$ cat src/rtl/vm_coin_acceptor.sv
// vm_coin_acceptor
// Front-end for the vending_machine money interface. Raw coin-slot sensor
// and cancel-button inputs are synchronized and debounced. Each inserted coin
// is buffered in a small FIFO, and the coins are then paced out as clean
// one-cycle pulses. The downstream machine has no acknowledge.
//
// Ports:
//   Clock        : system clock, rising edge
//   Reset        : synchronous, active-low reset
//   Coin_sense   : raw asynchronous coin-present sensor
//   Coin_type    : raw coin class (0 = ten, 1 = twenty), stable while sensed
//   Cancel_btn   : raw asynchronous cancel button
//   Hold         : downstream busy, blocks new emissions
//   Ten_bucks    : one-cycle pulse, ten credited
//   Twenty_bucks : one-cycle pulse, twenty credited
//   Cancel       : one-cycle pulse, refund request
//   Coin_reject  : one-cycle pulse, coin dropped and reject gate fired
//   Full         : coin FIFO holds FIFO_DEPTH entries
//   Credit_total : running credit, saturating at 250 (COIN_CREDIT_EN only)
//
// Optional feature macro: COIN_CREDIT_EN (adds Credit_total).

module vm_coin_acceptor #(
  parameter int DEBOUNCE_CYCLES = 4,
  parameter int FIFO_DEPTH      = 4,
  parameter int GAP_CYCLES      = 2
) (
  input  logic       Clock,
  input  logic       Reset,
  input  logic       Coin_sense,
  input  logic       Coin_type,
  input  logic       Cancel_btn,
  input  logic       Hold,
  output logic       Ten_bucks,
  output logic       Twenty_bucks,
  output logic       Cancel,
  output logic       Coin_reject,
  output logic       Full
`ifdef COIN_CREDIT_EN
  ,
  output logic [7:0] Credit_total
`endif
);

  localparam int AW = $clog2(FIFO_DEPTH);
  localparam int PW = AW + 1;

  typedef enum logic [1:0] {IDLE, PULSE, GAP} state_t;

  // Bit 0 = coin sense, bit 1 = cancel button.
  logic [1:0]    raw;
  logic [1:0]    sync_p0, sync_p1;
  logic          type_p0, type_p1;
  logic [1:0]    lvl_p2, lvl_p3;
  logic [3:0]    cnt_p2 [2];

  logic          coin_evt, cancel_evt;
  logic          cancel_pending;

  logic [PW-1:0] wr_ptr, rd_ptr, wr_ptr_nxt, rd_ptr_nxt, occ;
  logic          mem [FIFO_DEPTH];
  logic          fifo_full, fifo_empty, head;
  logic          push, pop;

  state_t        state;
  logic [3:0]    gap_cnt;
  logic          gap_last, may_launch, launch_coin, launch_cancel;

  assign raw = {Cancel_btn, Coin_sense};

  // ---- Stage p0/p1: two-flop synchronizers ----
  always_ff @(posedge Clock) begin
    if (!Reset) begin
      sync_p0 <= '0;
      sync_p1 <= '0;
      type_p0 <= 1'b0;
      type_p1 <= 1'b0;
    end else begin
      sync_p0 <= raw;
      sync_p1 <= sync_p0;
      type_p0 <= Coin_type;
      type_p1 <= type_p0;
    end
  end

  // ---- Stage p2: debounced levels; p3 holds last level for edge detect ----
  always_ff @(posedge Clock) begin
    if (!Reset) begin
      lvl_p2 <= '0;
      lvl_p3 <= '0;
      for (int i = 0; i < 2; i++) cnt_p2[i] <= '0;
    end else begin
      lvl_p3 <= lvl_p2;
      for (int i = 0; i < 2; i++) begin
        if (sync_p1[i] == lvl_p2[i]) begin
          cnt_p2[i] <= '0;
        end else if (cnt_p2[i] == 4'(DEBOUNCE_CYCLES - 1)) begin
          // This sample is the DEBOUNCE_CYCLES-th consecutive differing one.
          lvl_p2[i] <= sync_p1[i];
          cnt_p2[i] <= '0;
        end else begin
          cnt_p2[i] <= cnt_p2[i] + 4'd1;
        end
      end
    end
  end

  assign coin_evt   = lvl_p2[0] & ~lvl_p3[0];
  assign cancel_evt = lvl_p2[1] & ~lvl_p3[1];

  // ---- Coin FIFO ----
  assign occ        = wr_ptr - rd_ptr;
  assign fifo_full  = (occ == PW'(FIFO_DEPTH));
  assign fifo_empty = (occ == '0);
  assign head       = mem[rd_ptr[AW-1:0]];

  // Fullness is judged before this cycle's pop, so a simultaneous pop never
  // makes room for the arriving coin.
  assign push       = coin_evt & ~fifo_full & ~cancel_pending;
  assign pop        = launch_coin;
  assign wr_ptr_nxt = wr_ptr + {{AW{1'b0}}, push};
  assign rd_ptr_nxt = rd_ptr + {{AW{1'b0}}, pop};

  always_ff @(posedge Clock) begin
    if (!Reset) begin
      wr_ptr         <= '0;
      rd_ptr         <= '0;
      Full           <= 1'b0;
      Coin_reject    <= 1'b0;
      cancel_pending <= 1'b0;
      for (int i = 0; i < FIFO_DEPTH; i++) mem[i] <= 1'b0;
    end else begin
      if (push) mem[wr_ptr[AW-1:0]] <= type_p1;
      wr_ptr      <= wr_ptr_nxt;
      rd_ptr      <= rd_ptr_nxt;
      Full        <= ((wr_ptr_nxt - rd_ptr_nxt) == PW'(FIFO_DEPTH));
      Coin_reject <= coin_evt & ~push;
      if (launch_cancel)   cancel_pending <= 1'b0;
      else if (cancel_evt) cancel_pending <= 1'b1;
    end
  end

  // ---- Emitter FSM ----
  // The last GAP cycle makes the IDLE decision directly, so back-to-back
  // pulses are separated by exactly GAP_CYCLES low cycles.
  assign gap_last      = (state == GAP) && (gap_cnt == 4'(GAP_CYCLES - 1));
  assign may_launch    = (state == IDLE) | gap_last;
  assign launch_coin   = may_launch & ~Hold & ~fifo_empty;
  assign launch_cancel = may_launch & ~Hold & fifo_empty & cancel_pending;

  always_ff @(posedge Clock) begin
    if (!Reset) begin
      state        <= IDLE;
      gap_cnt      <= '0;
      Ten_bucks    <= 1'b0;
      Twenty_bucks <= 1'b0;
      Cancel       <= 1'b0;
    end else begin
      Ten_bucks    <= 1'b0;
      Twenty_bucks <= 1'b0;
      Cancel       <= 1'b0;
      case (state)
        IDLE, GAP: begin
          if (launch_coin) begin
            Ten_bucks    <= ~head;
            Twenty_bucks <= head;
            state        <= PULSE;
          end else if (launch_cancel) begin
            Cancel <= 1'b1;
            state  <= PULSE;
          end else if (state == GAP) begin
            if (gap_last) state <= IDLE;
            else          gap_cnt <= gap_cnt + 4'd1;
          end
        end
        PULSE: begin
          state   <= GAP;
          gap_cnt <= '0;
        end
        default: state <= IDLE;
      endcase
    end
  end

`ifdef COIN_CREDIT_EN
  function automatic logic [7:0] sat_add(input logic [7:0] a, input logic [7:0] b);
    logic [8:0] s;
    s = {1'b0, a} + {1'b0, b};
    return (s > 9'd250) ? 8'd250 : s[7:0];
  endfunction

  // Credit follows the registered pulses, so it lands one cycle after them.
  always_ff @(posedge Clock) begin
    if (!Reset)            Credit_total <= '0;
    else if (Cancel)       Credit_total <= '0;
    else if (Ten_bucks)    Credit_total <= sat_add(Credit_total, 8'd10);
    else if (Twenty_bucks) Credit_total <= sat_add(Credit_total, 8'd20);
  end
`endif

endmodule

$ cat config.mk
export PLATFORM = sky130hd
export DESIGN_NAME = vm_coin_acceptor
export DESIGN_NICKNAME = d
export VERILOG_FILES = /design/src/rtl/vm_coin_acceptor.sv
export SDC_FILE = /design/constraint.sdc
export NUM_CORES = 1
export LEC_CHECK = 0
export ABC_AREA = 1
export ABC_CLOCK_PERIOD_IN_PS = 3600
export CAP_MARGIN = 10
export CORE_MARGIN = 5
export CORE_UTILIZATION = 50
export DETAILED_ROUTE_END_ITERATION = 8
export PLACE_DENSITY = 0.69
export REMOVE_ABC_BUFFERS = 1
export SYNTH_ARGS = -nofsm -noshare
export SYNTH_HDL_FRONTEND = slang
export SYNTH_SLANG_ARGS = --single-unit
$ cat constraint.sdc
create_clock -name Clock -period 3.6 [get_ports Clock]
set_input_delay 0.9 -clock Clock [delete_from_list [all_inputs] [get_ports Clock]]
set_output_delay 0.9 -clock Clock [all_outputs]
set_load 0.01 [all_outputs]
=== Yosys cells after proc, flatten, opt, wreduce, memory -nomap -nowiden ===
Memory sizes are Yosys's and may differ from the RTL's. A register that Yosys moved wholly into a read port is not among the register bits.
Index checks and enable logic that the tools add are counted.

* Eq/ne operators: 15
* Reductions and logical operators: 13
* Bitwise gates (word level): 28
* $add $sub $neg: 7
* Muxes and demuxes: 47

{| class="wikitable"
|+ Operators by type and width
! kind !! count
|-
| $mux 4 || 10
|-
| $mux 1 || 29
|-
| $add 4x1->4 const B || 3
|-
| $mux 2 || 6
|-
| $not 1->1 || 12
|-
| $and 1x1->1 || 9
|-
| $eq 4x2->1 const B || 2
|-
| $ne 2x2->1 const B || 4
|-
| $ne 4x4->1 const B || 2
|-
| $pmux 4 s2 || 1
|-
| $or 1x1->1 || 7
|-
| $add 3x1->3 || 2
|-
| $eq 3x3->1 const B || 2
|-
| $reduce_and 2->1 || 3
|-
| $sub 3x3->3 || 2
|-
| $reduce_and 5->1 || 1
|-
| $eq 4x1->1 const B || 1
|-
| $pmux 2 s2 || 1
|-
| $reduce_or 2->1 || 2
|-
| $logic_not 3->1 || 1
|-
| $reduce_and 3->1 || 1
|-
| $reduce_or 3->1 || 1
|-
| $eq 1x1->1 || 2
|-
| $eq 2x1->1 const B || 1
|-
| 5 further kinds || 5
|}

* Bits in registers: 28
* Output and inout bits: 5
* Memories kept: 2
* Memory bits (writable): 12

{| class="wikitable"
|+ Memories
! name !! words !! width !! read ports !! clocked after Yosys merged registers in !! wr ports !! RTL line !! source
|-
| cnt_p2 || 2 || 4 || 2 || 0 || 2 || 55 || <nowiki>logic [3:0] cnt_p2 [2];</nowiki>
|-
| mem || 4 || 1 || 1 || 1 || 4 || 61 || <nowiki>logic mem [FIFO_DEPTH];</nowiki>
|}

=== Logic depth before layout (Yosys ltp) ===
* Depth in word-level cells: 10
* Mapped depth: 17
* Depth with buffers taken out: 17

=== Least setup slack after synthesis ===
Ideal clock, no wire load.

* Kind: reg-to-reg
* Start: register rd_ptr[1]
* End: register Full
* Library setup time: 0.114 ns
* Stages on the path, launching flop included: 17
* Data arrival time: 2.381 ns
* Setup slack: 1.105 ns
* Clock period less this slack: 2.495 ns
* Path through: dfxtp_1 -> inv_1 -> ha_1 -> nand2_1 -> nand2_1 -> nand2_1 -> nand3_2 -> nand2_4 -> inv_2 -> ha_1 -> ha_1 -> inv_1 -> ha_1 -> a21oi_1 -> xnor2_1 -> xor2_1 -> nor2_1

* Elaborated cells on any way between the ends: 12
* Those cells by class: add/sub: 4; eq/ne: 2; bitwise: 5; reduce/logical: 1

{| class="wikitable"
|+ RTL lines
! element !! RTL line !! source
|-
| from (decl) || 60 || <nowiki>logic [PW-1:0] wr_ptr, rd_ptr, wr_ptr_nxt, rd_ptr_nxt, occ;</nowiki>
|-
| from (signal assigned) || 135 || <nowiki>rd_ptr <= rd_ptr_nxt;</nowiki>
|-
| $sub 3x3->3 || 112 || <nowiki>assign occ = wr_ptr - rd_ptr;</nowiki>
|-
| $logic_not 3->1 || 114 || <nowiki>assign fifo_empty = (occ == '0);</nowiki>
|-
| $not 1->1 || 148 || <nowiki>assign launch_coin = may_launch & ~Hold & ~fifo_empty;</nowiki>
|-
| $and 1x1->1 || 148 ||
|-
| $add 3x1->3 (*) || 122 || <nowiki>assign rd_ptr_nxt = rd_ptr + {{AW{1'b0}}, pop};</nowiki>
|-
| net rd_ptr_nxt[1] || 60 ||
|-
| $sub 3x3->3 (*) || 136 || <nowiki>Full <= ((wr_ptr_nxt - rd_ptr_nxt) == PW'(FIFO_DEPTH));</nowiki>
|-
| $eq 3x3->1 (*) || 136 ||
|-
| to (signal assigned) || 136 ||
|-
| to (decl) || 38 || <nowiki>output logic Full</nowiki>
|}

Mark *: on every way through the listed nets, which the timed path passes. The rest lies on a longest branch.
A chain may end at the register's enable or synchronous reset.

=== Final worst setup path ===
* Start: input port Hold
* End: register Full

* Word-level cells in the longest chain between the ends: 6

{| class="wikitable"
|+ RTL lines
! element !! RTL line !! source
|-
| from (decl) || 33 || <nowiki>input logic Hold,</nowiki>
|-
| $not 1->1 || 148 ||
|-
| $and 1x1->1 (2 in series) || 148 ||
|-
| $add 3x1->3 || 122 ||
|-
| net rd_ptr_nxt[1] || 60 ||
|-
| $sub 3x3->3 || 136 ||
|-
| $eq 3x3->1 || 136 ||
|}

The timed path passes the listed nets, and every way through them passes these cells.

==> impl_metrics.tcl <==
set metrics [dict create \
    outcome "finished, final reports clean" \
    dp_hpwl_mm 2.35 \
    async_flop_share_pct 0 \
    clk_pin_slew_ps 80 \
    nFillCells 375 \
    worstSetupStartpointType "input port" \
    syn_area_per_cell_um2 7.97 \
    crit_buf_inv 3 \
    hold_class "flip-flop to flip-flop" \
    ctsHoldBuffers 0 \
    crit_type "input port to flip-flop" \
    drc 0 \
    nets 296 \
    yosys.area.top_type_share_pct 30.9 \
    ant_nets 0 \
    htree_levels 2 \
    crit_top_cell "ha_1" \
    path_max_fanout 6 \
    start_util_pct 51.0 \
    netlist_area_um2 2010 \
    synth_cells 252 \
    relSlewSlack_pct 60.2 \
    total_power_uw 1320 \
    grt_pass1_wl_mm 5.73 \
    max_freq_mhz 359 \
    cts_buffers 5 \
    chipWidth_um 73.4 \
    drt-total-wl_mm 3.22 \
    core_area_um2 3940 \
    max_cap_viol_count 0 \
    gr-total-overflow 0 \
    crit_chain "clkdlybuf4s50_1 -> a21oi_2 -> nand2_4 -> inv_2 -> ha_1 -> ha_1 -> inv_1 -> ha_1 -> a21oi_1 -> xnor2_1 -> xor2_1 -> nor2_1" \
    grt_pass1_vias 1372 \
    synth_top_area_cell "dfxtp_1" \
    ctsResizeCount 0 \
    multi_input_comb_area_um2 941 \
    synth-edff-count 9 \
    cts_tree "built" \
    period_share_pct 77.5 \
    p_leak_uw 0.00116 \
    synthToLayoutAreaGrowth_pct 14.5 \
    antenna_found_initial 0 \
    finClkSkew_ps 2.32 \
    worst_pin_slew_ps 596 \
    ys.flop_type "dfxtp_1" \
    top_level_ports 11 \
    yosysMostFrequentCell "nand2_1" \
    yosys-top-cells-area "dfxtp_1, edfxtp_1, ha_1" \
    gp_congestion 0.814 \
    finalHoldViolations 0 \
    seqCellArea_um2 891 \
    vias 1508 \
    groute.usage.overall_pct 13.9 \
    antenna_cells 0 \
    report.final.slew_viol_count 0 \
    powerDensity_nw_per_um2 573 \
    postCtsSetupBuffers 0 \
    grt_max_degree 18 \
    die_area_um2 5390 \
    peakVddDrop_mv 0.324 \
    io_buffer_count 10 \
    end_kind "flip-flop" \
    slowest_stage "clkdlybuf4s50_1" \
    drive_gt1_share_pct 7.27 \
    wl_per_cell_um 9.90 \
    synth-seq-area-share_pct 44.3 \
    cts_root_buffer "clkbuf_8" \
    fin_crit_ps 2790 \
    cts_buffer_depth 2 \
    setup_viol 0 \
    yosys_warnings 0 \
    critPathRequiredTime_ps 3790 \
    rsz0062_at_grt "false" \
    synth.distinct_cells 29 \
    cp.arrival_ps 2980 \
    vias_per_cell 4.64 \
    cts_sinks 40 \
    drt_iter0_drc 90 \
    critPathMaxStageDelay_ps 500 \
    setup-tns-final_ps 0 \
    die_y_um 73.4 \
    critPathTopFamily "adder cells" \
    rows 23 \
    clkLatencyLatePin_ps 290 \
    synth_commonest_cells "nand2_1, inv_1, nor2_1, dfxtp_1, ha_1" \
    ys_ff_latch 40 \
    firstDrtPassIters 4 \
]
## layout by cell type (no fill, tap or decap), types with 2 or more instances in the layout
master	netlist	layout
conb_1	1	8
nor2_1	34	34
nand4_1	4	4
o21ai_0	5	5
inv_1	49	49
edfxtp_1	9	9
xnor2_1	4	4
nand3_1	10	10
nor3_1	2	2
or2_2	2	2
o21bai_1	3	3
ha_1	16	16
xor2_1	3	3
nand2_1	53	53
a21oi_1	11	11
nand3_2	3	3
dfxtp_1	31	31
clkbuf_8	0	5
clkdlybuf4s50_1	0	10
## through the flow
stage / hold slack [ps] / setup slack, ps / utilization, % / area (um^2) / instances
6_report: 414 / 812 / 58.4 / 2300 / 325
5_1_grt: 440 / 615 / 58.4 / 2300 / 325
4_1_cts: 426 / 810 / 58.4 / 2300 / 325
3_5_place_dp: 402 / 509 / 55.5 / 2190 / 317
3_3_place_gp: 393 / 565 / 55.5 / 2190 / 317
2_1_floorplan: 390 / 1100 / - / 2020 / 256
## metal layers
layer | vias to the layer above | wire length [um] | track usage [%]
met5 | - | 0 | 0
met4 | 0 | 55 | 6.64
met3 | 5 | 97 | 4.65
met2 | 16 | 1480 | 21.5
met1 | 669 | 1590 | 17.3
li1 | 818 | - | -
## where the power goes
part / switching (uW) / internal, uW / leakage [uW]
clock: 160 / 205 / 0.0000541
combinational: 241 / 161 / 0.000757
sequential: 44.2 / 507 / 0.000345
## flip-flops by register name (all words and copies together), names as in the netlist, 2 cells and up
register / flops
sync_p1: 2
lvl_p3: 2
wr_ptr: 3
mem: 4
cnt_p2: 8
state: 2
lvl_p2: 2
rd_ptr: 3
gap_cnt: 4
sync_p0: 2
## tightest hold or removal path: cells and delay by family, from the launching register on
kind                   cells  cell delay [ps]
DFF                        1              310
and+or+nand+nor            1               40
buffers and inverters      1               40
## cell type report
class	instances	area share (%)
Multi-Input combinational cell	166	40.9
Sequential cell	40	38.7
Inverter	50	8.16
Timing Repair Buffer	11	4.68
Clock buffer	5	2.99
Tap cell	50	2.72
Clock inverter	3	1.85
## path summary, 6_finish.rpt
| kind | startpoint | end | slack, ps | cells past startpoint |
|---|---|---|---|---|
| max | Hold | Full$_SDFF_PN0_ | 810 | 12 |
| min | sync_p0[0]$_SDFF_PN0_ | sync_p1[0]$_SDFF_PN0_ | 410 | 2 |
| max reg2reg | rd_ptr[1]$_SDFF_PN0_ | Full$_SDFF_PN0_ | 860 | 16 |
| min reg2reg | sync_p0[0]$_SDFF_PN0_ | sync_p1[0]$_SDFF_PN0_ | 410 | 2 |
## cell families after synthesis
family	after synthesis	share of synthesized area, %
other	1	0.187
adder cells (fa/ha/maj)	16	9.96
AND/OR/NAND/NOR	113	26.0
XOR/XNOR	7	3.05
flip-flops	40	44.3
buffers and inverters	53	10.1
AO/OA/AOI/OAI	22	6.35
No activity file was read; power rests on OpenSTA's default activity.
